--- src/rtl/trace_bank_stim.sv ---
`timescale 1ns/1ps
// trace_bank_stim: parametrised bank of INSTANCES x VARS generated state
// registers that advance each enabled cycle for a bounded run, with a
// registered XOR checksum over every register and a one-cycle finish pulse.
module trace_bank_stim #(
  parameter int INSTANCES = 10,
  parameter int VARS      = 10,
  parameter int WIDTH     = 1,
  parameter int MODE      = 0,
  parameter int CYCLES    = 16
) (
  input  logic                            clk,
  input  logic                            rst_n,
  input  logic                            en,
  output logic [$clog2(CYCLES+1)-1:0]     cycle_cnt,
  output logic [WIDTH-1:0]                checksum,
  output logic                            done,
  output logic                            finish
);

  localparam int CW    = $clog2(CYCLES + 1);
  localparam int NREGS = INSTANCES * VARS;
  localparam logic [CW-1:0] LAST_CNT = CW'(CYCLES - 1);
  localparam logic [CW-1:0] FULL_CNT = CW'(CYCLES);

  // Flattened view of every x[i][j]; slice (i*VARS+j) holds register x[i][j].
  logic [NREGS*WIDTH-1:0] x_flat;

  logic [CW-1:0]    cnt_reg, cnt_next;
  logic [WIDTH-1:0] checksum_reg, checksum_next;
  logic             done_reg, done_next;
  logic             finish_reg, finish_next;
  logic             update;

  // An update happens only while the run is still in progress.
  assign update = en & ~done_reg;

  genvar gi, gj;
  generate
    for (gi = 0; gi < INSTANCES; gi++) begin : g_inst
      for (gj = 0; gj < VARS; gj++) begin : g_var
        // Even-indexed variables start all-ones, odd-indexed start at zero.
        localparam logic [WIDTH-1:0] RST_VAL = ((gj % 2) == 0) ? '1 : '0;
        // Per-register increment, deliberately truncated to WIDTH bits.
        localparam logic [WIDTH-1:0] STEP    = WIDTH'(gi + gj + 1);

        logic [WIDTH-1:0] x_reg, x_next;

        // Update rule chosen at elaboration; unknown modes fall back to hold.
        if (MODE == 1) begin : g_inc
          always_comb x_next = update ? (x_reg + STEP) : x_reg;
        end else if (MODE == 2) begin : g_inv
          always_comb x_next = update ? ~x_reg : x_reg;
        end else begin : g_hold
          always_comb x_next = x_reg;
        end

        // State register for x[gi][gj].
        always_ff @(posedge clk) begin
          if (!rst_n) x_reg <= RST_VAL;
          else        x_reg <= x_next;
        end

        assign x_flat[(gi*VARS+gj)*WIDTH +: WIDTH] = x_reg;
      end
    end
  endgenerate

  // XOR-reduce all current (pre-update) register values.
  always_comb begin
    checksum_next = '0;
    for (int k = 0; k < NREGS; k++) begin
      checksum_next = checksum_next ^ x_flat[k*WIDTH +: WIDTH];
    end
  end

  // Run counter, sticky done, and the finish pulse that marks done rising.
  always_comb begin
    cnt_next    = cnt_reg;
    done_next   = done_reg;
    finish_next = 1'b0;
    if (update) begin
      cnt_next = (cnt_reg == FULL_CNT) ? cnt_reg : cnt_reg + 1'b1;
      if (cnt_reg == LAST_CNT) begin
        done_next   = 1'b1;
        finish_next = 1'b1;
      end
    end
  end

  // Control and checksum registers; reset wins over a simultaneous final update.
  always_ff @(posedge clk) begin
    if (!rst_n) begin
      cnt_reg      <= '0;
      checksum_reg <= '0;
      done_reg     <= 1'b0;
      finish_reg   <= 1'b0;
    end else begin
      cnt_reg      <= cnt_next;
      checksum_reg <= checksum_next;
      done_reg     <= done_next;
      finish_reg   <= finish_next;
    end
  end

  assign cycle_cnt = cnt_reg;
  assign checksum  = checksum_reg;
  assign done      = done_reg;
  assign finish    = finish_reg;

endmodule

--- config.mk ---
export PLATFORM = sky130hd
export DESIGN_NAME = trace_bank_stim
export DESIGN_NICKNAME = d
export VERILOG_FILES = /design/src/rtl/trace_bank_stim.sv
export SDC_FILE = /design/constraint.sdc
export NUM_CORES = 1
export LEC_CHECK = 0
export BUFFER_PORTS_ARGS = -buffer_cell sky130_fd_sc_hd__buf_2
export CAP_MARGIN = 20
export CORE_AREA = 2 2 39 41
export CTS_BUF_LIST = sky130_fd_sc_hd__clkbuf_16
export CTS_CLUSTER_SIZE = 20
export DETAILED_ROUTE_END_ITERATION = 10
export DIE_AREA = 0 0 41 43
export GPL_TIMING_DRIVEN = 1
export PLACE_DENSITY = 0.46
export SETUP_SLACK_MARGIN = 0.1
export SYNTH_ARGS = -nofsm -noshare
export SYNTH_HDL_FRONTEND = slang
export SYNTH_SLANG_ARGS = --single-unit
--- constraint.sdc ---
create_clock -name clk -period 1.6 [get_ports clk]
set_input_delay 0.32 -clock clk [delete_from_list [all_inputs] [get_ports clk]]
set_output_delay 0.32 -clock clk [all_outputs]
set_load 0.01 [all_outputs]
==> results of run 1 <==
==> metrics by stage <==
step	setup WS [ns]	hold slack [ns]	cell area, sq um	instances	utilization
floorplan	0.278	0.472	343	39	-
global placement	0.237	0.506	404	63	0.292
detailed placement	0.231	0.505	404	63	0.292
CTS	0.228	0.363	483	67	0.349
global route	0.135	0.396	483	67	0.349
finish	0.245	0.357	483	67	0.349
==> cell type report <==
cell class	instances	area, sq um	area share
Timing Repair Buffer	10	52.6	0.109
Tap cell	16	20.0	0.0415
Clock buffer	3	75.1	0.155
Clock inverter	1	3.75	0.00777
Sequential cell	7	140	0.290
Inverter	5	18.8	0.0389
Multi-Input combinational cell	25	173	0.358
==> cells in the final DEF, fill, tap and decap left out <==
cell type / netlist / routed
sky130_fd_sc_hd__nor2b_1: 2 / 2
sky130_fd_sc_hd__nand2_1: 6 / 6
sky130_fd_sc_hd__clkbuf_16: 0 / 3
sky130_fd_sc_hd__dfxtp_1: 7 / 7
sky130_fd_sc_hd__nand2b_1: 1 / 1
sky130_fd_sc_hd__a21oi_1: 3 / 3
sky130_fd_sc_hd__conb_1: 1 / 1
sky130_fd_sc_hd__mux2i_1: 3 / 3
sky130_fd_sc_hd__inv_1: 4 / 5
sky130_fd_sc_hd__buf_2: 0 / 9
sky130_fd_sc_hd__ha_1: 3 / 3
sky130_fd_sc_hd__o21ai_0: 1 / 1
sky130_fd_sc_hd__buf_4: 1 / 1
sky130_fd_sc_hd__a41o_1: 1 / 1
sky130_fd_sc_hd__and3_1: 2 / 2
sky130_fd_sc_hd__o41a_1: 1 / 1
sky130_fd_sc_hd__nand4_1: 1 / 1
sky130_fd_sc_hd__inv_2: 1 / 1
==> worst max-delay path, cell delays in order (launching register included) <==
cell and delay [ns]:
sky130_fd_sc_hd__dfxtp_1 0.34, sky130_fd_sc_hd__inv_1 0.09, sky130_fd_sc_hd__ha_1 0.14, sky130_fd_sc_hd__inv_1 0.03, sky130_fd_sc_hd__o41a_1 0.38, sky130_fd_sc_hd__a41o_1 0.26
==> worst max-delay path by stage <==
stage / start / to / slack (ns) / depth (start not counted)
2_1_floorplan: cycle_cnt[0]$_SDFFE_PN0P_ / cycle_cnt[2]$_SDFFE_PN0P_ / 0.28 / 5
3_3_place_gp: cycle_cnt[0]$_SDFFE_PN0P_ / cycle_cnt[2]$_SDFFE_PN0P_ / 0.24 / 5
3_5_place_dp: cycle_cnt[0]$_SDFFE_PN0P_ / cycle_cnt[2]$_SDFFE_PN0P_ / 0.23 / 5
4_1_cts: cycle_cnt[0]$_SDFFE_PN0P_ / cycle_cnt[2]$_SDFFE_PN0P_ / 0.23 / 5
5_1_grt: cycle_cnt[0]$_SDFFE_PN0P_ / cycle_cnt[2]$_SDFFE_PN0P_ / 0.14 / 5
6_report: cycle_cnt[0]$_SDFFE_PN0P_ / cycle_cnt[2]$_SDFFE_PN0P_ / 0.25 / 5
==> metal layers <==
| layer | vias up | track usage |
|---|---|---|
| li1 | 150 | - |
| met3 | 5 | 0.0471 |
| met4 | 0 | 0.120 |
| met5 | - | 0 |
| met2 | 11 | 0.113 |
| met1 | 128 | 0.112 |
==> power by group through the flow <==
| stage | clock network [mW] | registers (mW) | logic, mW |
|---|---|---|---|
| after global placement | 0 | 0.196 | 0.0533 |
| final | 0.419 | 0.193 | 0.0511 |
| after floorplan | 0 | 0.198 | 0.0329 |
| after detailed placement | 0 | 0.196 | 0.0520 |
| after CTS | 0.425 | 0.194 | 0.0522 |
| after global routing | 0.433 | 0.195 | 0.0596 |
==> kinds of logic after synthesis <==
kind of cell / count (synthesis) / synth area share
other: 1 / 0.0109
AO/OA/AOI/OAI: 6 / 0.120
flip-flops: 7 / 0.409
buffers and inverters: 7 / 0.0876
adder cells (fa/ha/maj): 3 / 0.110
multiplexers: 3 / 0.0876
AND/OR/NAND/NOR: 12 / 0.175
==> out/metrics.cfg, run 1 <==
[clock_tree]
tritoncts=done
cts_hold_buffers=0
clock_tree.htree_level_count=1
post_cts_setup_inserts=0
cts.reportedPaths.clkPinSlew_ns=0.04
clk-insertion-delay-late_ns=0.23
clock-root-buffer=sky130_fd_sc_hd__clkbuf_16
number_of_clock_buffers_inserted_by_tritoncts=3
cts_num_sinks=7
max-clock-path-buffers=2
ctsResizeCount=0

[routing]
drt_wl_total_um=664
remaining_drc_errors=0
drt-vias-per-instance=4.39
met3_wirelength_um=47
highest-signal-layer=met4
vias=294
met2_wirelength_um=282
route.antenna.remaining_nets=0
wl_per_cell_um=9.91
drt_first_pass_iters=1
drt-initial-drc-count=0
routedLengthMet1_um=296

[synth]
postSynthAreaPerCell_sq_um=8.79
synth.most_common_cell=sky130_fd_sc_hd__dfxtp_1
synth_area_leader_cell=sky130_fd_sc_hd__dfxtp_1
synthesis.instances=39
synth-async-reset-ratio=0
synth_top_area_share=0.409
yosys-top-cells-count=sky130_fd_sc_hd__dfxtp_1, sky130_fd_sc_hd__nand2_1, sky130_fd_sc_hd__inv_1
yosysUniqueCellTypes=17
netlist_top_cells_area=sky130_fd_sc_hd__dfxtp_1, sky130_fd_sc_hd__ha_1, sky130_fd_sc_hd__mux2i_1
synth_seq_area_share=0.409
synth-warning-count=0
post_synth_instance_area_sq_um=343
synth_fp_nets=45
synth_enable_flop_cells=0
postSynthRegisterBits=7
synthFlopType=sky130_fd_sc_hd__dfxtp_1

[critical_path]
reg2reg_slack_ns=0.25
worst_path_arrival_ns=1.48
rr_startpoint=cycle_cnt[0]$_SDFFE_PN0P_
rr_worst_depth=5
critical_path.max_fanout=5
timing_worst_setup_path_type=reg2reg
r2r_path_end=cycle_cnt[2]$_SDFFE_PN0P_
critical_path.startpoint_type=register
crit_required_ns=1.72
worst_setup_path_end_kind=register

[sta]
setup_viol=0
maxClockFrequency_mhz=738
rsz_0062_raised_after_global_routing=no
final_max_slew_viol_count=0
hold_viol=0
min_period_ns=1.35
setup_tns_ns=0
period_share=0.847
fin_skew_ns=0.00180

[die]
floorplan.initialDensity=0.248
die_span_x_um=41
floorplan.die_area_sq_um=1760
fp.coreArea_sq_um=1380
placement_rows=14
io_pins=11
die_y_um=43

[power_and_ir_drop]
power-per-cell-area_nw_per_um2=1370
total_power_mw=0.663
power_frac_clock=0.631
seq_power_share=0.291
p_comb_frac=0.077
power.net_switching_mw=0.131
leakage_nw=0.257
irDropWorstVdd_mv=0.421
power.switching_fraction=0.198
p_int_mw=0.532

[run]
max_cap_viol_count=0

[global_routing]
globalRouteOverflowTotal=0
first_pass_grt_wire_length_mm=1.05
grt_antenna_before_repair=0
grt_start_max_net_pins=12
first_global_vias=259
global_route_total_usage_across_every_layer=0.0983

[layout]
n_antenna_cell=0
final.fill_count=157
drive_gt1_frac=0.275
flip_flop_count_of_the_largest_register_after_layout=5
area.growth.synth_to_final_pct=40.9
final_net_count=58

[min_path]
worstHoldPathType=in2reg
hold_start=en
timing.hold.worst_endpoint=done$_SDFFE_PN0P_
timing.hold.worst_path_depth=3

[place]
finalWeightedCongestion=0.661
dpl.hpwl_um=480
io_buffer_count=9

[run_status]
run_status=finished clean

Note: power is estimated with default switching activity, not from simulation.
==> run 2, diff against run 1 <==
--- a/config.mk
+++ b/config.mk
@@ -5,6 +5,7 @@
 export SDC_FILE = /design/constraint.sdc
 export NUM_CORES = 1
 export LEC_CHECK = 0
+export ABC_AREA = 1
 export BUFFER_PORTS_ARGS = -buffer_cell sky130_fd_sc_hd__buf_2
 export CAP_MARGIN = 20
 export CORE_AREA = 2 2 39 41
@@ -13,7 +14,7 @@
 export DETAILED_ROUTE_END_ITERATION = 10
 export DIE_AREA = 0 0 41 43
 export GPL_TIMING_DRIVEN = 1
-export PLACE_DENSITY = 0.46
+export PLACE_DENSITY = 0.5
 export SETUP_SLACK_MARGIN = 0.1
 export SYNTH_ARGS = -nofsm -noshare
 export SYNTH_HDL_FRONTEND = slang
==> constraint.sdc (replaced) <==
create_clock -name clk -period 1.3 [get_ports clk]
set_input_delay 0.26 -clock clk [delete_from_list [all_inputs] [get_ports clk]]
set_output_delay 0.26 -clock clk [all_outputs]
set_load 0.01 [all_outputs]
==> out/metrics.cfg, run 2 <==
[power_and_ir_drop]
leakage_nw=0.268  ; +4.1%
p_int_mw=0.651  ; +23%
seq_power_share=0.285  ; -0.006
power_frac_clock=0.627  ; -0.004
power.switching_fraction=0.210  ; +0.0119
irDropWorstVdd_mv=0.585  ; +39%
power-per-cell-area_nw_per_um2=1460  ; +6.2%
p_comb_frac=0.088  ; +0.011
power.net_switching_mw=0.173  ; +32%

[critical_path]
critical_path.startpoint=cycle_cnt[1]$_SDFFE_PN0P_
reg2reg_slack_ns=0.12  ; -0.12 ns
worst_setup_path_end_kind=register
worst_path_arrival_ns=1.35  ; -0.13 ns
critical_path.max_fanout=4  ; -1
rr_startpoint=cycle_cnt[1]$_SDFFE_PN0P_
r2r_path_end=cycle_cnt[4]$_SDFFE_PN0P_
rr_worst_depth=7  ; +2
critical_path.endpoint=cycle_cnt[4]$_SDFFE_PN0P_
timing_worst_setup_path_type=reg2reg
crit_required_ns=1.48  ; -0.24 ns
critical_path.startpoint_type=register

[global_routing]
first_global_vias=342  ; +32%
global_route_total_usage_across_every_layer=0.117  ; +0.0192
grt_antenna_before_repair=0  ; unchanged
grt_start_max_net_pins=10  ; -2
first_pass_grt_wire_length_mm=1.28  ; +22%
globalRouteOverflowTotal=0  ; unchanged

[synth]
post_synth_instance_area_sq_um=397  ; +16%
synth_enable_flop_cells=0  ; unchanged
postSynthAreaPerCell_sq_um=7.35  ; -16%
synthFlopType=sky130_fd_sc_hd__dfxtp_1
synth-warning-count=0  ; unchanged
synth_fp_nets=60  ; +33%
synth_area_leader_cell=sky130_fd_sc_hd__dfxtp_1
netlist_top_cells_area=sky130_fd_sc_hd__dfxtp_1, sky130_fd_sc_hd__inv_1, sky130_fd_sc_hd__nand2_1
postSynthRegisterBits=7  ; unchanged
synthesis.instances=54  ; +38%
synth-async-reset-ratio=0  ; unchanged
synth_top_area_share=0.353  ; -0.0554
yosys-top-cells-count=sky130_fd_sc_hd__inv_1, sky130_fd_sc_hd__nand2_1, sky130_fd_sc_hd__dfxtp_1
yosysUniqueCellTypes=16  ; -1
synth_seq_area_share=0.353  ; -0.0554

[place]
dpl.hpwl_um=628  ; +31%
io_buffer_count=9  ; unchanged
placed_cells=79  ; +25%
finalWeightedCongestion=0.695  ; +5.0%

[sta]
rsz_0062_raised_after_global_routing=yes
fin_skew_ns=0.000247  ; -0.00156 ns
hold_viol=0  ; unchanged
period_share=0.906  ; +0.0592
min_period_ns=1.18  ; -0.177 ns
setup_tns_ns=0  ; unchanged
maxClockFrequency_mhz=849  ; +15%
final_max_slew_viol_count=0  ; unchanged
setup_viol=0  ; unchanged

[layout]
area.growth.synth_to_final_pct=42.6
layout.cells.most_common_list=sky130_fd_sc_hd__nand2_1, sky130_fd_sc_hd__inv_1, sky130_fd_sc_hd__buf_2
final_net_count=74  ; +28%
layout.cells.most_common=sky130_fd_sc_hd__nand2_1
finish.cell_count_without_fillers=83  ; +24%
drive_gt1_frac=0.358  ; +0.0837
flip_flop_count_of_the_largest_register_after_layout=5  ; unchanged
n_antenna_cell=0  ; unchanged

[clock_tree]
cts_num_sinks=7  ; unchanged
tritoncts=done
clock_tree.htree_level_count=1  ; unchanged
clock-root-buffer=sky130_fd_sc_hd__clkbuf_16
cts.reportedPaths.clkPinSlew_ns=0.04  ; about the same
clk-insertion-delay-late_ns=0.23  ; about the same
max-clock-path-buffers=2  ; unchanged
number_of_clock_buffers_inserted_by_tritoncts=3  ; unchanged

[min_path]
timing.hold.worst_path_depth=3  ; unchanged
worstHoldPathType=in2reg

[die]
placement_rows=14  ; unchanged
die_y_um=43  ; unchanged
floorplan.die_area_sq_um=1760  ; unchanged
floorplan.initialDensity=0.287  ; +0.0389
fp.coreArea_sq_um=1380  ; unchanged
die_span_x_um=41  ; unchanged
io_pins=11  ; unchanged

[run_status]
run_status=finished clean

[routing]
wl_per_cell_um=10.3  ; +3.9%
route.antenna.remaining_nets=0  ; unchanged
drt-vias-per-instance=4.54  ; +3.5%
vias=377  ; +28%
drt_first_pass_iters=4  ; +3
drt-initial-drc-count=5  ; +5
remaining_drc_errors=0  ; unchanged
drt_wl_total_um=855  ; +29%

[run]
max_cap_viol_count=0  ; unchanged

-- run 2: changes by cell type in the layout (fill, tap and decap cells not counted), moves of 2 or more --
cell	delta
sky130_fd_sc_hd__inv_1	+5
sky130_fd_sc_hd__nand2_1	+5
sky130_fd_sc_hd__nand3_1	+5
sky130_fd_sc_hd__mux2i_1	-3
sky130_fd_sc_hd__nor2_1	+3
sky130_fd_sc_hd__and3_1	-2
sky130_fd_sc_hd__dfxtp_1	-2
sky130_fd_sc_hd__dfxtp_4	+2
sky130_fd_sc_hd__nor2_2	+2
sky130_fd_sc_hd__nor2b_1	-2
-- run 2: cell type report --
class                           count  area, sq um
Clock buffer                        3         75.1
Sequential cell                     7          148
Fill cell                         152          818
Inverter                           11         41.3
Tap cell                           16         20.0
Clock inverter                      1         3.75
Timing Repair Buffer               10         52.6
Multi-Input combinational cell     35          225
-- run 2: how the worst min path moves through the flow --
stage                                    from                         to  slack (ns)
CTS                                     rst_n  cycle_cnt[3]$_SDFFE_PN0P_        0.28
finish                                  rst_n  cycle_cnt[3]$_SDFFE_PN0P_        0.27
detailed placement  cycle_cnt[1]$_SDFFE_PN0P_  cycle_cnt[1]$_SDFFE_PN0P_        0.48
floorplan                               rst_n  cycle_cnt[3]$_SDFFE_PN0P_        0.38
global placement    cycle_cnt[0]$_SDFFE_PN0P_  cycle_cnt[0]$_SDFFE_PN0P_        0.48
global route                            rst_n  cycle_cnt[3]$_SDFFE_PN0P_        0.29
-- run 2: cells by family after synthesis --
kind of cell | synth area share
buffers and inverters | 0.123
adders and majority gates | 0.0946
and+or+nand+nor | 0.350
DFF | 0.353
AOI/OAI and AO/OA | 0.0694
other | 0.00945
-- run 2: critical path, stage by stage, from the launching register on --
cell,delay [ns]
sky130_fd_sc_hd__dfxtp_4,0.36
sky130_fd_sc_hd__ha_4,0.13
sky130_fd_sc_hd__inv_2,0.03
sky130_fd_sc_hd__nor3_2,0.14
sky130_fd_sc_hd__ha_1,0.24
sky130_fd_sc_hd__nand3_1,0.07
sky130_fd_sc_hd__o211ai_1,0.08
sky130_fd_sc_hd__inv_1,0.05
-- run 2: metal layers --
layer	part of all wire	vias to the layer above	track usage
met2	0.50	9	0.169
met3	0.041	4	0.0471
met4	0.029	0	0.120
li1	-	192	-
met1	0.43	172	0.116
met5	0	-	0
-- run 2: timing repair --
| action | CTS | global route |
|---|---|---|
| resized for setup | 3 | 4 |
| endpoints found under the setup margin | 1 | 5 |
| setup buffers | 0 | 0 |
| pin swaps | 0 | 5 |
| hold buffers | 0 | 0 |
-- run 2: power groups by stage --
stage,sequential (mW),clock (mW),combinational (mW)
global placement,0.237,0,0.0715
floorplan,0.240,0,0.0469
global route,0.236,0.539,0.0817
finish,0.235,0.517,0.0729
detailed placement,0.237,0,0.0717
CTS,0.234,0.523,0.0721
-- run 2: per-stage QoR --
step | utilization | area (sq um) | power, mW | hold WS, ns | worst slack [ns]
6_report | 0.409 | 566 | 0.824 | 0.273 | 0.122
5_1_grt | 0.409 | 566 | 0.857 | 0.293 | 0.0233
4_1_cts | 0.398 | 551 | 0.829 | 0.276 | 0.107
3_5_place_dp | 0.335 | 464 | 0.309 | 0.483 | 0.0820
3_3_place_gp | 0.335 | 464 | 0.308 | 0.476 | 0.0908
2_1_floorplan | - | 399 | 0.287 | 0.381 | 0.106
